<file path="src/rtl/sirv_gnrl_lden_arb_pkg.sv">
// Shared definitions for the locking round-robin arbiter.
// Holds the state encoding and the requester-count/id-width relation.
package sirv_gnrl_lden_arb_pkg;

    typedef enum logic [0:0] {
        ST_ARB  = 1'b0,
        ST_LOCK = 1'b1
    } arb_st_e;

    localparam int ARB_N_DEF  = 4;
    localparam int ARB_DW_DEF = 32;
    localparam int ARB_N_MIN  = 2;
    localparam int ARB_N_MAX  = 8;

    function automatic int arb_idw(input int n);
        return $clog2(n);
    endfunction

endpackage

</file>
<file path="src/rtl/sirv_gnrl_dfflr.sv">
// Load-enabled flop bank with asynchronous active-low clear.
// Used for every piece of state in the arbiter.
module sirv_gnrl_dfflr #(
    parameter int DW = 32
) (
    input  logic          clk,
    input  logic          rst_n,
    input  logic          lden_i,
    input  logic [DW-1:0] dnxt_i,
    output logic [DW-1:0] qout_o
);

    logic [DW-1:0] qout_q;

    // capture next value only when enabled; clear at once on reset
    always_ff @(posedge clk or negedge rst_n) begin
        if (!rst_n) begin
            qout_q <= '0;
        end else if (lden_i) begin
            qout_q <= dnxt_i;
        end
    end

    assign qout_o = qout_q;

endmodule

</file>
<file path="src/rtl/sirv_gnrl_lden_arb.sv">
// Round-robin arbiter that locks onto a requester for a whole burst
// and feeds a single-entry output buffer loaded on each accepted beat.
module sirv_gnrl_lden_arb
    import sirv_gnrl_lden_arb_pkg::*;
#(
    parameter int N   = ARB_N_DEF,
    parameter int DW  = ARB_DW_DEF,
    parameter int IDW = arb_idw(N)
) (
    input  logic            clk,
    input  logic            rst_n,
    input  logic [N-1:0]    req_vld,
    input  logic [N-1:0]    req_last,
    input  logic [N*DW-1:0] req_dat,
    output logic [N-1:0]    req_rdy,
    output logic            o_vld,
    input  logic            o_rdy,
    output logic [DW-1:0]   o_dat,
    output logic [IDW-1:0]  o_id,
    output logic            o_last
);

    // first valid requester at or after ptr, wrapping around
    function automatic logic [IDW-1:0] rr_pick(
        input logic [N-1:0]   vld,
        input logic [IDW-1:0] ptr
    );
        logic [IDW-1:0] sel;
        logic           hit;
        int             idx;
        sel = '0;
        hit = 1'b0;
        for (int k = 0; k < N; k++) begin
            idx = (int'(ptr) + k) % N;
            if (!hit && vld[idx]) begin
                sel = IDW'(idx);
                hit = 1'b1;
            end
        end
        return sel;
    endfunction

    logic [0:0]     state_raw;
    arb_st_e        state_q;
    arb_st_e        state_d;
    logic [IDW-1:0] rr_ptr_q;
    logic [IDW-1:0] rr_ptr_d;
    logic [IDW-1:0] lock_id_q;
    logic [IDW-1:0] winner;
    logic [IDW-1:0] owner;
    logic [N-1:0]   rdy_d;
    logic           any_vld;
    logic           can_load;
    logic           lden;
    logic           own_last;
    logic           vld_lden;
    logic [DW-1:0]  own_dat;

    assign state_q  = arb_st_e'(state_raw);
    assign any_vld  = |req_vld;
    assign can_load = ~o_vld | o_rdy;
    assign winner   = rr_pick(req_vld, rr_ptr_q);

    // grant decode: locked owner only, or round-robin winner
    always_comb begin
        rdy_d = '0;
        owner = winner;
        unique case (state_q)
            ST_LOCK: begin
                owner            = lock_id_q;
                rdy_d[lock_id_q] = can_load;
            end
            ST_ARB: begin
                if (any_vld) begin
                    rdy_d[winner] = can_load;
                end
            end
            default: begin
                rdy_d = '0;
            end
        endcase
    end

    assign req_rdy  = rdy_d;
    assign lden     = |(req_vld & rdy_d);
    assign own_last = req_last[owner];
    assign own_dat  = req_dat[int'(owner)*DW +: DW];
    assign vld_lden = lden | (o_vld & o_rdy);

    // next state and pointer derived from the transferring beat
    always_comb begin
        state_d  = own_last ? ST_ARB : ST_LOCK;
        rr_ptr_d = (owner == IDW'(N - 1)) ? '0 : owner + IDW'(1);
    end

    sirv_gnrl_dfflr #(.DW(1)) u_state (
        .clk    (clk),
        .rst_n  (rst_n),
        .lden_i (lden),
        .dnxt_i (state_d),
        .qout_o (state_raw)
    );

    sirv_gnrl_dfflr #(.DW(IDW)) u_lock_id (
        .clk    (clk),
        .rst_n  (rst_n),
        .lden_i (lden),
        .dnxt_i (owner),
        .qout_o (lock_id_q)
    );

    sirv_gnrl_dfflr #(.DW(IDW)) u_rr_ptr (
        .clk    (clk),
        .rst_n  (rst_n),
        .lden_i (lden & own_last),
        .dnxt_i (rr_ptr_d),
        .qout_o (rr_ptr_q)
    );

    sirv_gnrl_dfflr #(.DW(1)) u_o_vld (
        .clk    (clk),
        .rst_n  (rst_n),
        .lden_i (vld_lden),
        .dnxt_i (lden),
        .qout_o (o_vld)
    );

    sirv_gnrl_dfflr #(.DW(DW)) u_o_dat (
        .clk    (clk),
        .rst_n  (rst_n),
        .lden_i (lden),
        .dnxt_i (own_dat),
        .qout_o (o_dat)
    );

    sirv_gnrl_dfflr #(.DW(IDW)) u_o_id (
        .clk    (clk),
        .rst_n  (rst_n),
        .lden_i (lden),
        .dnxt_i (owner),
        .qout_o (o_id)
    );

    sirv_gnrl_dfflr #(.DW(1)) u_o_last (
        .clk    (clk),
        .rst_n  (rst_n),
        .lden_i (lden),
        .dnxt_i (own_last),
        .qout_o (o_last)
    );

endmodule

</file>
<file path="config.mk">
export PLATFORM = sky130hd
export DESIGN_NAME = sirv_gnrl_lden_arb
export DESIGN_NICKNAME = d
export VERILOG_FILES = /design/src/rtl/sirv_gnrl_lden_arb_pkg.sv /design/src/rtl/sirv_gnrl_dfflr.sv /design/src/rtl/sirv_gnrl_lden_arb.sv
export SDC_FILE = /design/constraint.sdc
export NUM_CORES = 1
export LEC_CHECK = 0
export BUFFER_PORTS_ARGS = -buffer_cell sky130_fd_sc_hd__buf_2
export CORE_MARGIN = 10
export CORE_UTILIZATION = 29
export CTS_BUF_LIST = sky130_fd_sc_hd__clkbuf_16
export CTS_CLUSTER_DIAMETER = 30
export DETAILED_ROUTE_END_ITERATION = 10
export GPL_TIMING_DRIVEN = 0
export HOLD_SLACK_MARGIN = 0.08
export SLEW_MARGIN = 15
export SYNTH_ARGS = -nofsm -noshare
export SYNTH_HDL_FRONTEND = slang
export SYNTH_SLANG_ARGS = --single-unit
</file>
<file path="constraint.sdc">
create_clock -name clk -period 3 [get_ports clk]
set_input_delay 0.9 -clock clk [delete_from_list [all_inputs] [get_ports clk]]
set_output_delay 0.9 -clock clk [all_outputs]
set_load 0.02 [all_outputs]
</file>
# == Yosys cells after proc, flatten, opt, wreduce, memory -nomap -nowiden ==
# Cells that the tools add are included.
# totals
in_bits,139
ff_bits,39
# op_classes
n_mux,29
shift,1
n_reduce_logical,13
magnitude_cmp,9
eq_ne,1
bitwise_logic,12
add_sub_neg,4
# op_table
operator,count
128-bit by 8-bit variable part select with 32-bit output,1
1-bit two-way mux,14
4-bit AND,3
2-bit by 3-bit less-than comparator with 1-bit output (second input constant),4
3-bit by 4-bit less-than comparator with 1-bit output (second input constant),3
2-bit two-way mux,6
1-bit binary-select mux with 2-bit select,5
4-bit case mux with 2 select lines,1
4-bit OR reduction,2
2-bit OR reduction,3
1-bit logical AND,5
2-bit by 1-bit adder with 2-bit output (second input constant),2
2-bit adder (second input constant),2
1-bit demux with 2-bit select,2
2-bit by 1-bit >= comparator with 1-bit output (second input constant),2
4-bit two-way mux,1
1-bit AND (first input constant),3
1-bit logical NOT,3
1-bit AND,2
2-bit equality test (second input constant),1
1-bit inverter,2
1-bit OR,2

# == Logic depth before layout (Yosys ltp) ==
# logic_depth
ltp_word,24
ltp_mapped,9
mapped_depth_nobuf,6

# == Modules after synthesis ==
# Synthesis repeated with hierarchy kept, for this count alone.
# hier_totals
cells_unflattened,253
hier_area_um2,3149.3
# modules_own_cells
module,area_per_inst_um2,seq_area_each_um2,cells_each,n_inst
sirv_gnrl_lden_arb,1466.4,0.0,167,1
sirv_gnrl_dfflr (u_o_dat),1345.0,800.8,68,1
sirv_gnrl_dfflr (u_lock_id ...),72.6,50.0,4,3
sirv_gnrl_dfflr (u_o_last ...),40.0,25.0,2,3

# == Least setup slack after synthesis ==
# OpenSTA, ideal clock, no wires.
# synth_timing
kind,input -> output
startpoint,input port req_vld[2]
endpoint,output port req_rdy[1]
t_arrival_ns,2.096
slack_ns,0.004
cell_stages,4
path_cell_list,nor2b_1 a221o_1 o21a_1 o31ai_1
# synth_between
elab_chain_cells,19
# synth_lines
element,line,text
start: declaration,sirv_gnrl_lden_arb.sv:12,"input logic [N-1:0] req_vld,"
1-bit binary-select mux with 2-bit select,sirv_gnrl_lden_arb.sv:35,if (!hit && vld[idx]) begin
1-bit two-way mux (implied by the code),sirv_gnrl_lden_arb.sv:35,
1-bit two-way mux,sirv_gnrl_lden_arb.sv:35,
1-bit logical NOT,sirv_gnrl_lden_arb.sv:35,
1-bit logical AND,sirv_gnrl_lden_arb.sv:35,
1-bit two-way mux,sirv_gnrl_lden_arb.sv:35,
1-bit logical NOT,sirv_gnrl_lden_arb.sv:35,
1-bit logical AND,sirv_gnrl_lden_arb.sv:35,
[... 3 more ...],--,
2-bit two-way mux,sirv_gnrl_lden_arb.sv:35,
2-bit by 3-bit less-than comparator with 1-bit output (implied by the code) / 2-bit by 1-bit >= comparator with 1-bit output (equally long branches),sirv_gnrl_lden_arb.sv:75,rdy_d[winner] = can_load;
1-bit logical AND (implied by the code),sirv_gnrl_lden_arb.sv:75,
1-bit two-way mux (implied by the code),sirv_gnrl_lden_arb.sv:75,
1-bit demux with 2-bit select,sirv_gnrl_lden_arb.sv:75,
4-bit AND (no source line),--,
4-bit two-way mux *,sirv_gnrl_lden_arb.sv:74,if (any_vld) begin
4-bit case mux with 2 select lines *,sirv_gnrl_lden_arb.sv:68,unique case (state_q)
end: declaration,sirv_gnrl_lden_arb.sv:15,"output logic [N-1:0] req_rdy,"
# Mark *: on every way between the ends. The rest lies on a longest branch, timed or not. The select of a mux whose other input is x is not followed.

# == Final worst setup path ==
# layout_timing
startpoint,input port req_vld[2]
endpoint,output port req_rdy[3]
# Same word-level chain as after synthesis.

==> key figures <==
Clock network
  • TritonCTS clock tree: done
  • Total CTS buffers: 5
  • Clk sinks: 39
  • CTS Hold Buffers Added: 0
  • Root buffer selected by CTS: clkbuf_16
  • Clock Latency Late Sink: roughly 270 ps
  • Clock-pin slew on the worst setup and hold paths: around 60 ps
  • H-tree Lvls: 2
  • Clock Tree Buf Depth: 2

Yosys
  • Top cells by area, synth: dfrtp_1 33%, mux2i_1 25%, mux2_2 8.5%
  • Biggest area consumer among synthesized cells: dfrtp_1
  • Post-synth top cells: 73 x mux2i_1, 39 x dfrtp_1, 22 x mux2_2, 17 x inv_1, 16 x o221ai_1
  • YS warnings: 0
  • Synth top area share: between 30% and 40%
  • FF+latch count, synth: 39
  • Top_reg_cell synth: dfrtp_1
  • Synth Net Count: 405
  • Syn Inst Count: around 270
  • EDFF count, synth: 0
  • Post-synthesis sequential area ratio: 33.36%
  • Syn_area_per_cell: 11.00 um^2
  • Most numerous cell in the Yosys netlist: mux2i_1
  • Synth async-reset ratio: 100.0%
  • Netlist area before placement: 2925 um^2
  • Cell variety after synth: 36

Die
  • Die width: around 120 um
  • Die area: around 15000 um^2
  • Initial Util: between 20 and 30%
  • Die Y-Extent: between 100 and 150 um
  • Row count: 36
  • Core footprint: 9819 um^2
  • IO Count: roughly 180

Critical path
  • CP Max Fanout: 6
  • Delay-heaviest family, CP: compound AO/OA/AOI/OAI gates
  • Crit. End Element: output pin
  • Crit path DAT: 2120 ps
  • Crit-path slowest cell: a221o_1
  • WP buf/inv: 2
  • Crit Path Class: in2out
  • Slowest stage delay, CP: about 320 ps
  • Critical path required time: between 2000 and 2500 ps
  • CP cell instances: buf_8 -> nor2b_1 -> a221o_1 -> o21a_4 -> a32o_2 -> and2_4 -> buf_6
  • Worst setup SP type: input pin

Drt
  • Wire per inst: roughly 18 um
  • DR iter-0 viols: about 160
  • Final ANT Viol Nets: 0
  • DRT Pass-1 Iters: 4
  • Vias/cell: about 4.9
  • DRT Wirelength: about 11 mm
  • # DRC: 0
  • DR vias: approximately 2900

Power
  • Switching power of the nets: 2.163 mW
  • Clock share of power: about a tenth
  • Int Power: 2.710 mW
  • Register share of total power: roughly a fifth
  • Cell area power density: around 1200 nW/um^2
  • Peak supply drop: around 350 uV
  • Tot Pwr: ~4.9 mW
  • LEAKAGE: around 2.2 nW
  • Switch share: 44.39%
  • Combinational share of power: 69.9%

Timing
  • Fmax: between 300 and 400 MHz
  • Fin. Hold Viols: 0
  • Unrepaired setup endpoints after global routing: yes
  • Slew headroom: 37.52%
  • Tightest Pin Transition: about 940 ps
  • Worst Skew: ~3.6 ps
  • Final worst setup slack: -21.21 ps
  • Period utilisation layout: 100.7%
  • Final hold slack: between 500 and 600 ps
  • Pins over their slew limit: 0
  • Final setup violation count: 1
  • Min Clock Period, post-route: approximately 3000 ps

Global route
  • GR Overflow Total: 0
  • Global-route wire length before repair: about 17 mm
  • Initial antenna violation count: 0
  • Largest net degree at the start of global routing: 40
  • Vias in the first global route: 3161
  • All-layer global routing usage: around 14%

Worst hold path
  • HP Class: reg2reg

Final layout
  • Reg area: 975.9 um^2
  • Inserted Diodes: 0
  • Share of layout cells above drive strength 1: a little under three fifths
  • Layout area overhead: 44.31%
  • Area of the multi-input gates: 1819 um^2
  • Nets@finish: between 500 and 600
  • Fill cells: approximately 1000

Status
  • Failing checks: negative setup slack
  • Outcome: finished, violations left

Placement
  • Port Buf Inserts: between 150 and 200
  • HPWL after DPL: roughly 8.5 mm
  • Gp weighted congestion: about 0.85

Job
  • Max Cap Viol: 0
-- layout by cell type, fill, tap and decap left out, types with 2 or more instances in the layout --
cell type | netlist | layout
mux2i_1 | 73 | 73
clkbuf_16 | 0 | 5
nand2b_1 | 3 | 3
nand2_1 | 7 | 6
buf_6 | 2 | 4
inv_1 | 17 | 17
buf_2 | 6 | 177
o21ai_0 | 2 | 2
nor3_1 | 6 | 5
nor2b_1 | 2 | 2
clkbuf_4 | 0 | 2
nor2_1 | 4 | 3
a32o_2 | 1 | 2
clkbuf_1 | 11 | 9
o221ai_1 | 16 | 16
o211ai_1 | 2 | 2
buf_4 | 0 | 5
or3_1 | 2 | 2
dfrtp_1 | 39 | 39
a21oi_1 | 3 | 2
clkbuf_2 | 0 | 2
mux2_2 | 22 | 22
mux2_4 | 13 | 13
o311ai_0 | 15 | 15
or2_2 | 2 | 2
-- metal layers --
layer	wire (um)	global-route usage, %	up-vias
met5	0	0	-
met4	113	3.017	0
met3	661	3.350	9
met2	5462	24.83	111
met1	4515	16.57	1348
li1	-	-	1401
-- worst reg2reg max path: stages, from the launching register on --
cell and delay, ps:
dfrtp_1 480, nand2_2 110, a221o_1 360, o21a_4 150, o31ai_2 690, or3_1 220, buf_6 150, buf_6 170
mux2_4 310
-- power by group through the flow --
stage | registers, mW | logic (mW) | clock network [mW]
floorplan | 1.26 | 2.15 | 0
global placement | 0.961 | 3.33 | 0
detailed placement | 0.973 | 3.36 | 0
CTS | 0.966 | 3.42 | 0.515
global route | 1.00 | 3.69 | 0.542
finish | 0.969 | 3.41 | 0.496
-- cell type report --
cell class                 count  share of cell area [%]
inverter                      17                   1.512
timing repair buffer         181                   22.23
buffer                        20                   2.934
clock buffer                   5                   2.964
multi-input combinational    190                   43.09
clock inverter                 2                  0.2075
sequential                    39                   23.12
tap                          133                   3.942
-- per-stage QoR --
step	instance area (um^2)	setup TNS, ps	setup WS (ps)	std cells	utilization, %
after floorplan	2925	0	3.645	266	-
after global placement	3983	-10620	-413.1	577	40.56
after detailed placement	3983	-11660	-448.1	577	40.56
after CTS	4187	-24.53	-24.53	587	42.64
after global routing	4222	-130.0	-37.80	587	42.99
final	4222	-21.21	-21.21	587	42.99
-- worst paths after layout --
kind	end	start	depth (start not counted)	slack, ps
worst max-delay path	req_rdy[3]	req_vld[2]	7	-20
worst min-delay path	u_o_dat.qout_o[9]$_DFFE_PN0P_	u_o_dat.qout_o[9]$_DFFE_PN0P_	1	500
worst max register to register	u_o_dat.qout_o[25]$_DFFE_PN0P_	u_rr_ptr.qout_o[1]$_DFFE_PN0P_	8	240
worst min register to register	u_o_dat.qout_o[9]$_DFFE_PN0P_	u_o_dat.qout_o[9]$_DFFE_PN0P_	1	500
max in group asynchronous	u_o_dat.qout_o[1]$_DFFE_PN0P_	rst_n	1	1650
min in group asynchronous	u_o_dat.qout_o[26]$_DFFE_PN0P_	rst_n	1	770
-- flip-flops by register name (all words and copies together), names as in the netlist --
signal / flops
u_o_dat.qout_o: 32
u_o_id.qout_o: 2
u_o_vld.qout_o: 1
u_o_last.qout_o: 1
u_state.qout_o: 1
u_rr_ptr.qout_o: 2
-- logic make-up (layout without fill, tap and decap cells) --
logic type / count (synthesis) / after routing / share of synthesized area, %
buffers and inverters: 37 / 225 / 6.074
AO/OA/AOI/OAI: 52 / 52 / 14.88
flip-flops: 39 / 39 / 33.36
AND/OR/NAND/NOR: 30 / 30 / 5.560
multiplexers: 108 / 108 / 40.12
-- repair_timing --
item	4_1_cts	5_1_grt
setup buffers	3	0
pin swaps	2	0
gates resized for setup	15	10
setup endpoints to repair	27	31
No activity file was read; power rests on OpenSTA's default activity.
